## config.mk

```make
export PLATFORM = sky130hd
export DESIGN_NAME = stopwatch_ctrl
export DESIGN_NICKNAME = d
export VERILOG_FILES = /design/src/rtl/stopwatch_pkg.sv /design/src/rtl/btn_debounce.sv /design/src/rtl/stopwatch_ctrl.sv
export SDC_FILE = /design/constraint.sdc
export NUM_CORES = 1
export LEC_CHECK = 0
export BUFFER_PORTS_ARGS = -buffer_cell sky130_fd_sc_hd__buf_2
export CORE_ASPECT_RATIO = 1.5
export CORE_UTILIZATION = 62
export DETAILED_ROUTE_END_ITERATION = 7
export PLACE_DENSITY = 0.85
export SLEW_MARGIN = 10
export SYNTH_ARGS = -nofsm -noshare
export SYNTH_HDL_FRONTEND = slang
export SYNTH_HIERARCHICAL = 1
export SYNTH_SLANG_ARGS = --single-unit
```

## constraint.sdc

```tcl
create_clock -name CLOCK_50 -period 2.29 [get_ports CLOCK_50]
set_clock_uncertainty 0.05 [all_clocks]
set_input_delay 0.458 -clock CLOCK_50 [delete_from_list [all_inputs] [get_ports CLOCK_50]]
set_output_delay 0.458 -clock CLOCK_50 [all_outputs]
set_load 0.05 [all_outputs]
```

## src/rtl/stopwatch_pkg.sv

```systemverilog
// Shared state encoding and helpers for the stopwatch control block.
package stopwatch_pkg;

    // Two-bit state code, exposed on the state output of the controller.
    typedef logic [1:0] state_t;

    localparam state_t ST_IDLE = 2'd0;
    localparam state_t ST_RUN  = 2'd1;
    localparam state_t ST_LAP  = 2'd2;
    localparam state_t ST_STOP = 2'd3;

    // The counter advances in RUN and in LAP. The display only freezes in LAP.
    function automatic logic is_counting(input state_t s);
        return (s == ST_RUN) || (s == ST_LAP);
    endfunction

endpackage

```

## src/rtl/btn_debounce.sv

```systemverilog
// Debouncer for one active-low push-button.
// The raw key goes through a 2-flop synchroniser and then a level filter.
// The output is a one-cycle press event.
// The delay from the raw level change to press is DB_CYCLES+3 clock edges.
module btn_debounce #(
    parameter int DB_CYCLES = 500_000
) (
    input  logic CLOCK_50,
    input  logic reset_n,
    input  logic btn_n,
    output logic press
);

    localparam int CW = (DB_CYCLES > 1) ? $clog2(DB_CYCLES) : 1;
    localparam logic [CW-1:0] CNT_LAST = CW'(DB_CYCLES - 1);

    logic          sync1_q;
    logic          sync2_q;
    logic          db_q;        // debounced level, 1 = released
    logic          db_prev_q;
    logic [CW-1:0] cnt_q;
    logic [CW-1:0] cnt_d;
    logic          db_d;
    logic          press_q;

    // Bring the asynchronous key level into the clock domain.
    always_ff @(posedge CLOCK_50 or negedge reset_n) begin
        if (!reset_n) begin
            sync1_q <= 1'b1;
            sync2_q <= 1'b1;
        end else begin
            sync1_q <= btn_n;
            sync2_q <= sync1_q;
        end
    end

    // Accept a new level only after it has differed for DB_CYCLES consecutive cycles.
    always_comb begin
        cnt_d = cnt_q;
        db_d  = db_q;
        if (sync2_q == db_q) begin
            cnt_d = '0;
        end else if (cnt_q == CNT_LAST) begin
            cnt_d = '0;
            db_d  = sync2_q;
        end else begin
            cnt_d = cnt_q + CW'(1);
        end
    end

    // Filter state registers.
    always_ff @(posedge CLOCK_50 or negedge reset_n) begin
        if (!reset_n) begin
            cnt_q <= '0;
            db_q  <= 1'b1;
        end else begin
            cnt_q <= cnt_d;
            db_q  <= db_d;
        end
    end

    // Register a one-cycle event on the released-to-pressed transition.
    always_ff @(posedge CLOCK_50 or negedge reset_n) begin
        if (!reset_n) begin
            db_prev_q <= 1'b1;
            press_q   <= 1'b0;
        end else begin
            db_prev_q <= db_q;
            press_q   <= db_prev_q & ~db_q;
        end
    end

    assign press = press_q;

endmodule

```

## src/rtl/stopwatch_ctrl.sv

```systemverilog
// Control FSM for the MM:SS:hh stopwatch datapath.
// It produces the 100 Hz count tick, debounces the start/stop and lap/clear keys,
// and drives the enable, clear and freeze controls of the datapath.
module stopwatch_ctrl
    import stopwatch_pkg::*;
#(
    parameter int CLK_HZ    = 50_000_000,
    parameter int TICK_HZ   = 100,
    parameter int DB_CYCLES = 500_000
) (
    input  logic       CLOCK_50,
    input  logic       reset_n,
    input  logic       btn_start_n,
    input  logic       btn_lap_n,
    output logic       tick,
    output logic       clear,
    output logic       freeze,
    output logic       running,
    output logic [1:0] state
);

    localparam int DIV = CLK_HZ / TICK_HZ;
    localparam int DW  = $clog2(DIV);
    localparam logic [DW-1:0] DIV_LAST = DW'(DIV - 1);

    logic [1:0]    btn_raw;
    logic [1:0]    press_ev;   // [0] = start/stop, [1] = lap/clear
    logic          start_ev;
    logic          lap_ev;

    state_t        state_q;
    state_t        state_d;
    logic          clear_q;
    logic          clear_d;
    logic          freeze_q;
    logic          freeze_d;
    logic [DW-1:0] div_q;
    logic [DW-1:0] div_d;

    assign btn_raw = {btn_lap_n, btn_start_n};

    generate
        for (genvar gi = 0; gi < 2; gi++) begin : g_btn
            btn_debounce #(
                .DB_CYCLES(DB_CYCLES)
            ) u_db (
                .CLOCK_50(CLOCK_50),
                .reset_n (reset_n),
                .btn_n   (btn_raw[gi]),
                .press   (press_ev[gi])
            );
        end
    endgenerate

    assign start_ev = press_ev[0];
    // If both keys fire in the same cycle, start/stop wins.
    assign lap_ev   = press_ev[1] & ~press_ev[0];

    // Next-state logic. A clear pulse is raised only when STOP returns to IDLE.
    always_comb begin
        state_d = state_q;
        clear_d = 1'b0;
        case (state_q)
            ST_IDLE: begin
                if (start_ev) state_d = ST_RUN;
            end
            ST_RUN: begin
                if (start_ev)    state_d = ST_STOP;
                else if (lap_ev) state_d = ST_LAP;
            end
            ST_LAP: begin
                if (start_ev)    state_d = ST_STOP;
                else if (lap_ev) state_d = ST_RUN;
            end
            ST_STOP: begin
                if (start_ev) begin
                    state_d = ST_RUN;
                end else if (lap_ev) begin
                    state_d = ST_IDLE;
                    clear_d = 1'b1;
                end
            end
            default: state_d = ST_IDLE;
        endcase
        freeze_d = (state_d == ST_LAP);
    end

    // Tick divider.
    // It counts while the FSM is counting, holds in STOP so a resume keeps the
    // sub-tick phase, and is zeroed in IDLE and on the cycle that enters IDLE.
    always_comb begin
        div_d = div_q;
        if (state_d == ST_IDLE) begin
            div_d = '0;
        end else if (is_counting(state_q)) begin
            div_d = (div_q == DIV_LAST) ? '0 : div_q + DW'(1);
        end
    end

    // State, control strobes and divider registers.
    always_ff @(posedge CLOCK_50 or negedge reset_n) begin
        if (!reset_n) begin
            state_q  <= ST_IDLE;
            clear_q  <= 1'b0;
            freeze_q <= 1'b0;
            div_q    <= '0;
        end else begin
            state_q  <= state_d;
            clear_q  <= clear_d;
            freeze_q <= freeze_d;
            div_q    <= div_d;
        end
    end

    // tick is decoded from registers only, so a reset clears it at once.
    assign tick    = (div_q == DIV_LAST) && is_counting(state_q);
    assign running = is_counting(state_q);
    assign clear   = clear_q;
    assign freeze  = freeze_q;
    assign state   = state_q;

endmodule

```

; ---- Yosys cells after proc, flatten, opt, wreduce, memory -nomap -nowiden
; Index checks and enable logic that the tools add are counted.
[word_totals]
regBits = 71
input_bits = 4
out_inout_bits = 6
elab_cells = 61
[classes]
n_addsub = 3
eq_ne = 9
n_mux = 18
n_bitwise = 8
n_reduce_logical = 7
[op_table]
columns = operator, count
row1 = 19-bit 2-to-1 mux, 7
row2 = 19-bit by 1-bit adder with 19-bit output (second input constant), 3
row3 = 19-bit equality test (second input constant), 3
row4 = 2-bit 2-to-1 mux, 7
row5 = 2-bit one-hot mux with 4 select lines, 1
row6 = 2-bit equality test (second input constant), 3
row7 = 1-bit inverter, 5
row8 = 2-bit logical NOT, 2
row9 = 2-bit AND reduction, 2
row10 = 1-bit bitwise AND, 3
row11 = 1-bit 2-to-1 mux, 3
row12 = 1-bit equality test, 2
row13 = 2-bit by 1-bit equality test with 1-bit output (second input constant), 1
row14 = 2-bit nonzero test, 1
row15 = 1-bit logical AND, 1
row16 = 1-bit logical OR, 1

; ---- Depth between registers and ports, before layout
; Gate-level depths: netlist of run 1.
[depth]
word_depth = 7
mapped_depth = 7
depth_no_buf = 6

; ---- Cells and area by module
; The synthesis of run 1 kept the hierarchy.
[modules_own_cells]
columns = module, n_inst, cells_per_inst, area_per_inst_um2, seq_area_each_um2
row1 = btn_debounce, 2, 108, 1141.1, 605.6
row2 = stopwatch_ctrl, 1, 138, 1386.3, 575.6

; ---- Worst setup path after synthesis of run 1
; OpenSTA, ideal clock, no wires.
[synth_path]
kind = reg-to-output
from = register state_q[1], in the netlist state[1]
to = output tick
arrival_ps = 2825
required_ps = 1782
path_slack_ps = -1043
stages_incl_launch_ff = 6
n_path_buf = 1
path_cell_list = dfrtp_1 -> inv_1 -> ha_1 -> buf_2 -> nand4_1 -> nor2_1
[synth_between]
elab_chain_len = 3
elab_cells_between_ends = 4
classes_between = 2 x eq/ne / 2 x reduce/logical
[synth_rtl]
columns = element, line
row1 = start: declaration, stopwatch_ctrl.sv:31  ; state_t state_q;
row2 = start signal: assignment, stopwatch_ctrl.sv:108  ; state_q <= state_d;
row3 = 2-bit by 1-bit equality test with 1-bit output / 2-bit equality test (equally long branches), -
row4 = 1-bit logical OR (*), -
row5 = via running, stopwatch_ctrl.sv:18  ; output logic running,
row6 = 1-bit logical AND (*), stopwatch_ctrl.sv:116  ; assign tick = (div_q == DIV_LAST) && is_counting(state_q);
row7 = end: declaration, stopwatch_ctrl.sv:15  ; output logic tick,
; The timed path passes the listed nets; every way through them passes the cells marked *.

; ---- Worst setup path in the final report of run 1
[layout_path]
from = register div_q[14]
to = output tick
[layout_between]
elab_chain_len = 2
[layout_rtl]
columns = element, line
row1 = start: declaration, stopwatch_ctrl.sv:37  ; logic [DW-1:0] div_q;
row2 = start signal: assignment, stopwatch_ctrl.sv:111  ; div_q <= div_d;
row3 = 19-bit equality test, stopwatch_ctrl.sv:116
row4 = 1-bit logical AND, stopwatch_ctrl.sv:116
; No other way between the ends.

==> run metrics, run 1 <==
sequential cell area=between 0.0015 and 0.002 sq mm; share of cells above drive strength 1=between 10% and 20%; TritonCTS clock tree=yes; most common cell after layout, fill and taps aside=dfrtp_1; Ant. Diodes=0; main combinational cell family by area after synthesis=simple AND/OR/NAND/NOR gates; Synth Flop Type=dfrtp_1; RSZ-0062 raised after global routing=no; data arrival time of the critical path=roughly 1.7 ns; gp weighted congestion=0.8969; Seq pwr share=between 50 and 60%; dominant cells by area after synthesis=dfrtp_1 (43%), xnor2_1 (8.6%), dfstp_2 (5.7%); crit path time final=between 2 and 2.5 ns; Routed WL=between 7 and 8 mm; TNS Setup=0 ns; worst-margin pin slew=0.6251 ns; Hold WC Path Type=in -> async; Worst Path Buf+Inv=1; DRT antenna net count=0; Syn Inst Count=between 300 and 400; Post-synth EDFFs=0; total gr overflow=0; synthesis-to-finish area growth=11.02%; maxcap violations=0; status=finished clean; Worst-Skew Late Latency=0.34 ns; DR WL/cell=15.45 um; worst IR drop on VDD=0.0004969 V; final hold vios=0; DP HPWL=about 5.0 mm; mux contribution to synthesized area=~1.4%; Sink Count=71; global-route wire length before repair=11.67 mm; Max stage delay on crit path=around 0.46 ns; CTS Root Cell=clkbuf_8; async set or reset register ratio after synthesis=100.0%; CP cell instances=nor4_1 > nand4_1 > nor2_4 > buf_4; Placed Instances=around 440; area share of the largest cell type after synthesis=a little over two fifths; Fin Hold WS=~0.075 ns; pwr/cell area=595.1 mW/mm^2; xor/xnor share of the synthesized area=between 10% and 20%; GRT Total Usage=about a quarter; vias in the first global route=2749; simple logic cell fraction of the synthesized area=between 20% and 30%; Max Fclk=between 400 and 500 MHz; Post-Syn Area=0.003669 sq mm; crit-path max FO=6; Buffers on Ports=9; Final period util=a little over nine tenths; average size of a mapped cell=between 10 and 15 sq um; H-Tree Depth=3; Final Max Tran Viols=0; Internal=1.900 mW; Slew headroom=roughly three fifths; Psw=0.5231 mW; Fillers=around 400; Initial Util=between 60 and 70%; adder-cell share of the synthesized area=about 2.4%; DRC viols=0; Crit Path Class=reg -> out; Clk pwr share=approximately 44%; initial antenna violation count=0; Syn. warnings=6; num rows=34; Reg clk slew, reported paths=roughly 0.080 ns; Setup Viol. Count Final=0; Net Sw Frac=21.59%; Final #Nets=slightly below 400; Die Ht=96.21 um; endpoint class of the critical path=primary output; TritonCTS Buffers=9; Longest Clk Path Bufs=2; I/O pins=10; Seq cells post-synth=71; Compound-Gate Fraction of Synth Area=under 10%; commonest non-fill, non-tap cells in the layout=dfrtp_1 (61), nor2_1 (53), xnor2_1 (36), nand3_1 (20), nand2_1 (16); die area=slightly above 0.006 sq mm; Core Region=roughly 0.0057 sq mm; overall via count from detail_route=2722; leakage power=1.600 nW; cell family with most CP delay=simple AND/OR/NAND/NOR gates; combinational share of power=~2.8%; vias per cell=~6.0; fin util=a little under three quarters; cell taking the most area after synthesis=dfrtp_1; sequential area share after synthesis=just under 50%; Final Non-Filler Cells=454; synthesized net count=approximately 370; count of different cell masters after synthesis=between 40 and 50; Iteration-0 DRC Markers=between 150 and 200; Chip Width=64.81 um; largest net degree at the start of global routing=32; CP startpoint kind=flip-flop; Worst EP required=~1.8 ns; Critical-path top delay cell=dfrtp_1; first-pass iteration count of the detailed router=4; area of the multi-input gates=~0.0018 sq mm
==> worst reg2reg max path, delay by kind of cell (launching register included) <==
kind,cells,cell delay (ns)
simple gates,3,1.10
fa+ha+maj,1,0.28
flops,1,0.41
compound gates,1,0.14
==> metrics by stage <==
step | area (sq um) | setup slack (ns) | power [mW]
after floorplan | 3697 | -0.04282 | 1.336
after global placement | 3835 | 0.2988 | 1.374
after detailed placement | 3835 | 0.2221 | 1.376
after CTS | 4065 | 0.04242 | 2.450
after global routing | 4073 | 0.004650 | 2.513
final | 4073 | 0.09260 | 2.423
==> per-layer routing <==
layer  global-route usage [%]  part of all wire (%)  vias to the layer above
li1                         -                     -                     1294
met1                    25.89                    40                     1321
met2                    44.62                    54                       83
met3                    4.976                   2.9                       24
met4                    17.22                   3.5                        0
met5                        0                     0                        -
==> kinds of logic (layout without fill, tap and decap cells) <==
kind of cell               count (synthesis)  after routing
and+or+nand+nor                          173            173
DFF                                       71             71
muxes                                      5              5
AOI/OAI and AO/OA                         33             33
adders and majority gates                  7              7
buffers and inverters                     23             51
xor gates and xnor gates                  42             42
==> flip-flops by register name (all words and copies together) (netlist names) <==
| name | cells |
|---|---|
| state | 2 |
| clear | 1 |
| g_btn.u_db/db_q | 2 |
| freeze | 1 |
| g_btn.u_db/press | 2 |
| g_btn.u_db/cnt_q | 38 |
| g_btn.u_db/db_prev_q | 2 |
| div_q | 19 |
| g_btn.u_db/sync2_q | 2 |
| g_btn.u_db/sync1_q | 2 |
==> path summary, 6_finish.rpt <==
kind | from | cells past startpoint | to | slack (ns)
setup / recovery | div_q[14] | 4 | tick | 0.09
hold / removal | reset_n | 1 | clear | 0.08
setup reg to reg | g_btn[1].u_db/cnt_q[0] | 5 | g_btn[1].u_db/cnt_q[16] | 0.25
hold reg to reg | g_btn[1].u_db/sync1_q | 0 | g_btn[1].u_db/sync2_q | 0.31
max in group asynchronous | reset_n | 2 | state[0] | 1.48
min in group CLOCK_50 | btn_start_n | 1 | g_btn[0].u_db/sync1_q | 0.17
==> cells in the mapped netlist (5+ instances only) <==
library cell,number
nor2b_1,6
ha_1,7
nand2_1,16
nor4_1,14
a21oi_1,9
xor2_1,6
xnor2_1,36
and2_1,6
nor3_1,15
nand4_1,15
nand3_1,20
or3_1,5
inv_1,16
o21ai_0,11
dfstp_2,8
nor2_1,54
dfrtp_1,63
==> cell type report <==
cell class	instances	share of cell area [%]
well taps	72	2.212
inverters	16	1.475
clock inverters	6	2.089
repair buffers	19	3.318
flip-flops and latches	71	43.93
clock buffers	10	3.134
multi-input cells	260	43.84
==> power by group through the flow <==
| stage | Clock (mW) | Combinational (mW) | Sequential (mW) |
|---|---|---|---|
| finish | 1.07 | 0.0680 | 1.28 |
| global route | 1.15 | 0.0793 | 1.28 |
| CTS | 1.10 | 0.0710 | 1.28 |
| detailed placement | 0 | 0.0705 | 1.31 |
| global placement | 0 | 0.0691 | 1.30 |
| floorplan | 0 | 0.0357 | 1.30 |
==> timing repair <==
item,in CTS,in global routing
setup endpoints to repair,1,1
resized for setup,1,0
hold buffers,0,0
pin swaps,1,0
buffers inserted,2,1
Power figures use the tool's default switching activity.
==> run 2: changes to the inputs <==
==> constraint.sdc (replaced) <==
create_clock -name CLOCK_50 -period 2.29 [get_ports CLOCK_50]
set_clock_uncertainty 0.05 [all_clocks]
set_input_delay 0.1145 -clock CLOCK_50 [delete_from_list [all_inputs] [get_ports CLOCK_50]]
set_output_delay 0.1145 -clock CLOCK_50 [all_outputs]
set_load 0.05 [all_outputs]
==> run metrics, run 2 (synthesized netlist as in run 1, its figures left out) <==
DRC viols=0 (unchanged); Sink Count=71 (unchanged); Final period util=91.78% (-4.2 points); hold_sp=g_btn[0].u_db/sync1_q; commonest non-fill, non-tap cells in the layout=dfrtp_1 (61), nor2_1 (53), xnor2_1 (36), nand3_1 (20); DR WL/cell=15.62 um (+1.1%); TritonCTS clock tree=yes; H-Tree Depth=3 (unchanged); Reg clk slew, reported paths=0.07 ns (about the same); maxcap violations=0 (unchanged); final instance area=0.004111 sq mm (+0.95%); Slew headroom=48.03% (-10 points); RSZ-0062 raised after global routing=no; Final Max Tran Viols=0 (unchanged); Max Fclk=475.8 MHz (+4.5%); initial antenna violation count=0 (unchanged); Critical-path top delay cell=or4_4; DRT antenna net count=0 (unchanged); TNS Setup=0 ns (unchanged); data arrival time of the critical path=2.32 ns (+0.63 ns); crit path launch=g_btn[1].u_db/cnt_q[0]; global-route wire length before repair=11.76 mm (+0.77%); overall via count from detail_route=2728 (+0.22%); Initial Util=63.88% (unchanged); most common cell after layout, fill and taps aside=dfrtp_1; pwr/cell area=620.5 mW/mm^2 (+4.3%); Routed met1 length=3.020 mm (+8.2%); RR Startpoint=g_btn[1].u_db/cnt_q[0]; Chip Width=64.81 um (unchanged); Ant. Diodes=0 (unchanged); Buffers on Ports=9 (unchanged); Core Region=0.005743 sq mm (unchanged); vias in the first global route=2610 (-5.1%); metal2 WL=3.777 mm (+0.11%); TritonCTS Buffers=9 (unchanged); gp weighted congestion=0.8819 (-1.7%); I/O pins=10 (unchanged); biggest regs=g_btn.u_db/cnt_q: 38 flops, div_q: 19 flops; worst IR drop on VDD=0.0004801 V (-3.4%); crit path time final=2.102 ns (-0.09553 ns); die area=0.006235 sq mm (unchanged); synthesis-to-finish area growth=12.07%; Placed Instances=437 (+0.46%); final hold vios=0 (unchanged); post-placement setup slack=0.2167 ns (-0.005466 ns); Worst EP required=2.51 ns (+0.73 ns); Worst-Skew Late Latency=0.35 ns (about the same); DP HPWL=4.841 mm (-2.3%); max layer used=met4; status=finished clean; leakage power=1.626 nW (+1.6%); largest net degree at the start of global routing=36 (+13%); crit-path max FO=8 (+2); share of cells above drive strength 1=17.40% (-0.66 points); Routed WL=7.138 mm (+1.8%); Placed Area=0.003837 sq mm (about the same); largest register by flop count=g_btn.u_db/cnt_q; first-pass iteration count of the detailed router=4 (unchanged); endpoint class of the critical path=flip-flop; max reg flops=38 (unchanged); fin util=71.59% (+0.68 points); total gr overflow=0 (unchanged); Fillers=427 (+4.9%); vias per cell=5.969 (-0.44%); GRT Total Usage=25.14% (+0.18 points); CP cell instances=ha_1 > nand4_4 > or4_4 > or3_1 > a21oi_1; Iteration-0 DRC Markers=134 (-27%); Max stage delay on crit path=0.59 ns (+0.13 ns); Die Ht=96.21 um (unchanged); Hold WC Path Type=reg -> reg; CTS Root Cell=clkbuf_8; Setup Viol. Count Final=0 (unchanged); worst-margin pin slew=0.7795 ns (+0.1545 ns); CP startpoint kind=flip-flop; post_cts resized=0 (-1); Crit Path Class=reg -> reg; Final Non-Filler Cells=457 (+0.66%); Final #Nets=391 (+0.77%); Longest Clk Path Bufs=2 (unchanged); num rows=34 (unchanged); Final WS setup=0.1881 ns (+0.09553 ns); met3 wire len=224 um (+9.8%)
[run 2: final timing paths]
| check | endpoint | slack [ns] | cells past startpoint |
|---|---|---|---|
| setup / recovery | g_btn[1].u_db/cnt_q[18] | 0.19 | 5 |
| hold / removal | g_btn[0].u_db/sync2_q | 0.31 | 0 |
| setup reg to reg | g_btn[1].u_db/cnt_q[18] | 0.19 | 5 |
| hold reg to reg | g_btn[0].u_db/sync2_q | 0.31 | 0 |
| max in group asynchronous | g_btn[0].u_db/sync1_q | 1.11 | 3 |
| min in group asynchronous | freeze | 0.32 | 2 |
[run 2: final cells by class]
class / instances / area [sq um] / area share (%)
Clock inverter: 6 / 108.9 / 2.648
Clock buffer: 10 / 127.6 / 3.104
Inverter: 16 / 60.06 / 1.461
Tap cell: 72 / 90.09 / 2.191
Sequential cell: 71 / 1789 / 43.52
Multi-Input combinational cell: 260 / 1785 / 43.43
Timing Repair Buffer: 22 / 150.1 / 3.652
[run 2: through the flow]
stage / hold slack, ns / power (mW)
final: 0.3069 / 2.551
after global routing: 0.3117 / 2.634
after CTS: 0.3082 / 2.571
after detailed placement: 0.1707 / 1.376
after global placement: 0.1695 / 1.373
after floorplan: -0.2311 / 1.336
[run 2: critical path: cells and delay by family, from the launching register on]
kind	cells	cell delay [ns]
compound gates	1	0.19
fa+ha+maj	1	0.26
flops	1	0.41
simple gates	3	1.11
[run 2: routing by layer]
| metal | GRT usage (%) | up-vias |
|---|---|---|
| li1 | - | 1298 |
| met1 | 27.99 | 1359 |
| met2 | 44.62 | 59 |
| met3 | 6.043 | 12 |
| met4 | 11.85 | 0 |
| met5 | 0 | - |
[run 2: power by group]
group	internal, mW	leakage [nW]	switching [mW]
Combinational	0.0257	0.550	0.0468
Sequential	1.27	0.955	0.0136
Clock	0.722	0.120	0.475
[run 2: repair_timing]
| item | 4_1_cts | 5_1_grt |
|---|---|---|
| hold buffers | 3 | 0 |
| buffers inserted | 0 | 1 |
| endpoints found under the hold margin | 34 | 0 |
| setup endpoints to repair | 0 | 1 |
==> run 3: changes to the inputs <==
Settings changed: RECOVER_POWER from default to 100.
==> run metrics, run 3 (synthesized netlist as in run 1, its figures left out) <==
num rows=34 (unchanged); DR WL/cell=15.57 um (-0.29%); Iteration-0 DRC Markers=161 (+20%); Setup Viol. Count Final=0 (unchanged); area of the multi-input gates=0.001717 sq mm (-3.9%); Buffers on Ports=9 (unchanged); I/O pins=10 (unchanged); Critical-path top delay cell=dfrtp_1; maxcap violations=0 (unchanged); global-route wire length before repair=11.76 mm (unchanged); Worst-Skew Late Latency=0.35 ns (about the same); Max Fclk=468.0 MHz (-1.6%); total gr overflow=0 (unchanged); Slew headroom=42.99% (-5.0 points); RSZ-0062 raised after global routing=no; Final Non-Filler Cells=457 (unchanged); DRT antenna net count=0 (unchanged); R2R setup slack=0.16 ns (-0.03 ns); Reg clk slew, reported paths=0.07 ns (about the same); leakage power=1.517 nW (-6.7%); Max stage delay on crit path=0.51 ns (-0.08 ns); crit-path max FO=12 (+4); max layer used=met4; Routed WL=7.117 mm (-0.29%); CTS Root Cell=clkbuf_8; biggest regs=g_btn.u_db/cnt_q: 38 flops, div_q: 19 flops; worst IR drop on VDD=0.0004778 V (-0.49%); Final period util=93.30% (+1.5 points); overall via count from detail_route=2736 (+0.29%); data arrival time of the critical path=1.97 ns (-0.35 ns); Initial Util=63.88% (unchanged); Fin Hold WS=0.3069 ns (+0.00001500 ns); H-Tree Depth=3 (unchanged); Final #Nets=391 (unchanged); Crit Path Class=reg -> out; Longest Clk Path Bufs=2 (unchanged); worst-margin pin slew=0.8552 ns (+0.07566 ns); Hold WC Path Type=reg -> reg; DRC viols=0 (unchanged); Ant. Diodes=0 (unchanged); largest net degree at the start of global routing=36 (unchanged); synthesis-to-finish area growth=9.379%; GRT Total Usage=25.14% (unchanged); CP startpoint kind=flip-flop; share of cells above drive strength 1=12.99% (-4.4 points); post_cts resized=0 (unchanged); die area=0.006235 sq mm (unchanged); Routed met1 length=2.917 mm (-3.4%); vias in the first global route=2610 (unchanged); TritonCTS clock tree=yes; Chip Width=64.81 um (unchanged); met3 wire len=295 um (+32%); CP cell instances=inv_1 > ha_4 > nand4_1 > nor2_4 > clkbuf_2; max reg flops=38 (unchanged); Sink Count=71 (unchanged); final hold vios=0 (unchanged); Worst EP required=2.13 ns (-0.38 ns); status=finished clean; crit path time final=2.137 ns (+0.03466 ns); Fillers=453 (+6.1%); Final Max Tran Viols=0 (unchanged); Core Region=0.005743 sq mm (unchanged); endpoint class of the critical path=primary output; TritonCTS Buffers=9 (unchanged); DP HPWL=4.841 mm (unchanged); sequential cell area=0.001788 sq mm (about the same); first-pass iteration count of the detailed router=4 (unchanged); vias per cell=5.987 (+0.29%); Die Ht=96.21 um (unchanged); initial antenna violation count=0 (unchanged); metal2 WL=3.788 mm (+0.29%); gp weighted congestion=0.8819 (unchanged); commonest non-fill, non-tap cells in the layout=dfrtp_1 (62), nor2_1 (53), xnor2_1 (36), nand3_1 (20); most common cell after layout, fill and taps aside=dfrtp_1; fin util=69.87% (-1.7 points); pwr/cell area=632.5 mW/mm^2 (+1.9%); TNS Setup=0 ns (unchanged); Placed Instances=437 (unchanged); largest register by flop count=g_btn.u_db/cnt_q
run 3: metrics by stage:
stage,power (mW),setup WS [ns],instance area [sq um]
final,2.538,0.1535,4013
after global routing,2.625,0.06259,4013
after CTS,2.571,0.05680,4104
after detailed placement,1.376,0.2167,3837
after global placement,1.373,0.3286,3837
after floorplan,1.336,0.06289,3691
run 3: worst max-delay path: cells and delay by family (launching register included):
kind	cells	cell delay, ns
adder cells (fa/ha/maj)	1	0.36
buffers and inverters	2	0.42
flip-flops	1	0.51
AND/OR/NAND/NOR	2	0.32
run 3: cell type report:
class	count	share of cell area (%)
clock buffers	10	3.181
well taps	72	2.245
flip-flops and latches	71	44.56
repair buffers	22	3.025
clock inverters	6	2.713
multi-input cells	260	42.78
inverters	16	1.497
run 3: repair_timing:
item                                    in CTS  in global routing
hold buffers                                 3                  0
buffers inserted                             0                  1
endpoints found under the hold margin       34                  0
endpoints found under the setup margin       0                  1
run 3: worst paths after layout:
check	cells past startpoint	endpoint	start
setup / recovery	5	tick	state[1]
hold / removal	0	g_btn[0].u_db/sync2_q	g_btn[0].u_db/sync1_q
setup reg to reg	5	g_btn[1].u_db/cnt_q[18]	g_btn[1].u_db/cnt_q[0]
hold reg to reg	0	g_btn[0].u_db/sync2_q	g_btn[0].u_db/sync1_q
max in group asynchronous	3	g_btn[1].u_db/cnt_q[2]	reset_n
min in group asynchronous	2	freeze	reset_n
run 3: power breakdown:
group	switching (mW)	internal, mW	leakage (nW)
sequential	0.0129	1.27	0.958
clock	0.470	0.722	0.120
combinational	0.0454	0.0192	0.439
total	0.529	2.01	1.52
run 3: per-layer routing:
layer	global-route usage (%)	up-vias
met1	27.99	1344
met5	0	-
met3	6.043	12
li1	-	1303
met4	11.85	0
met2	44.62	77
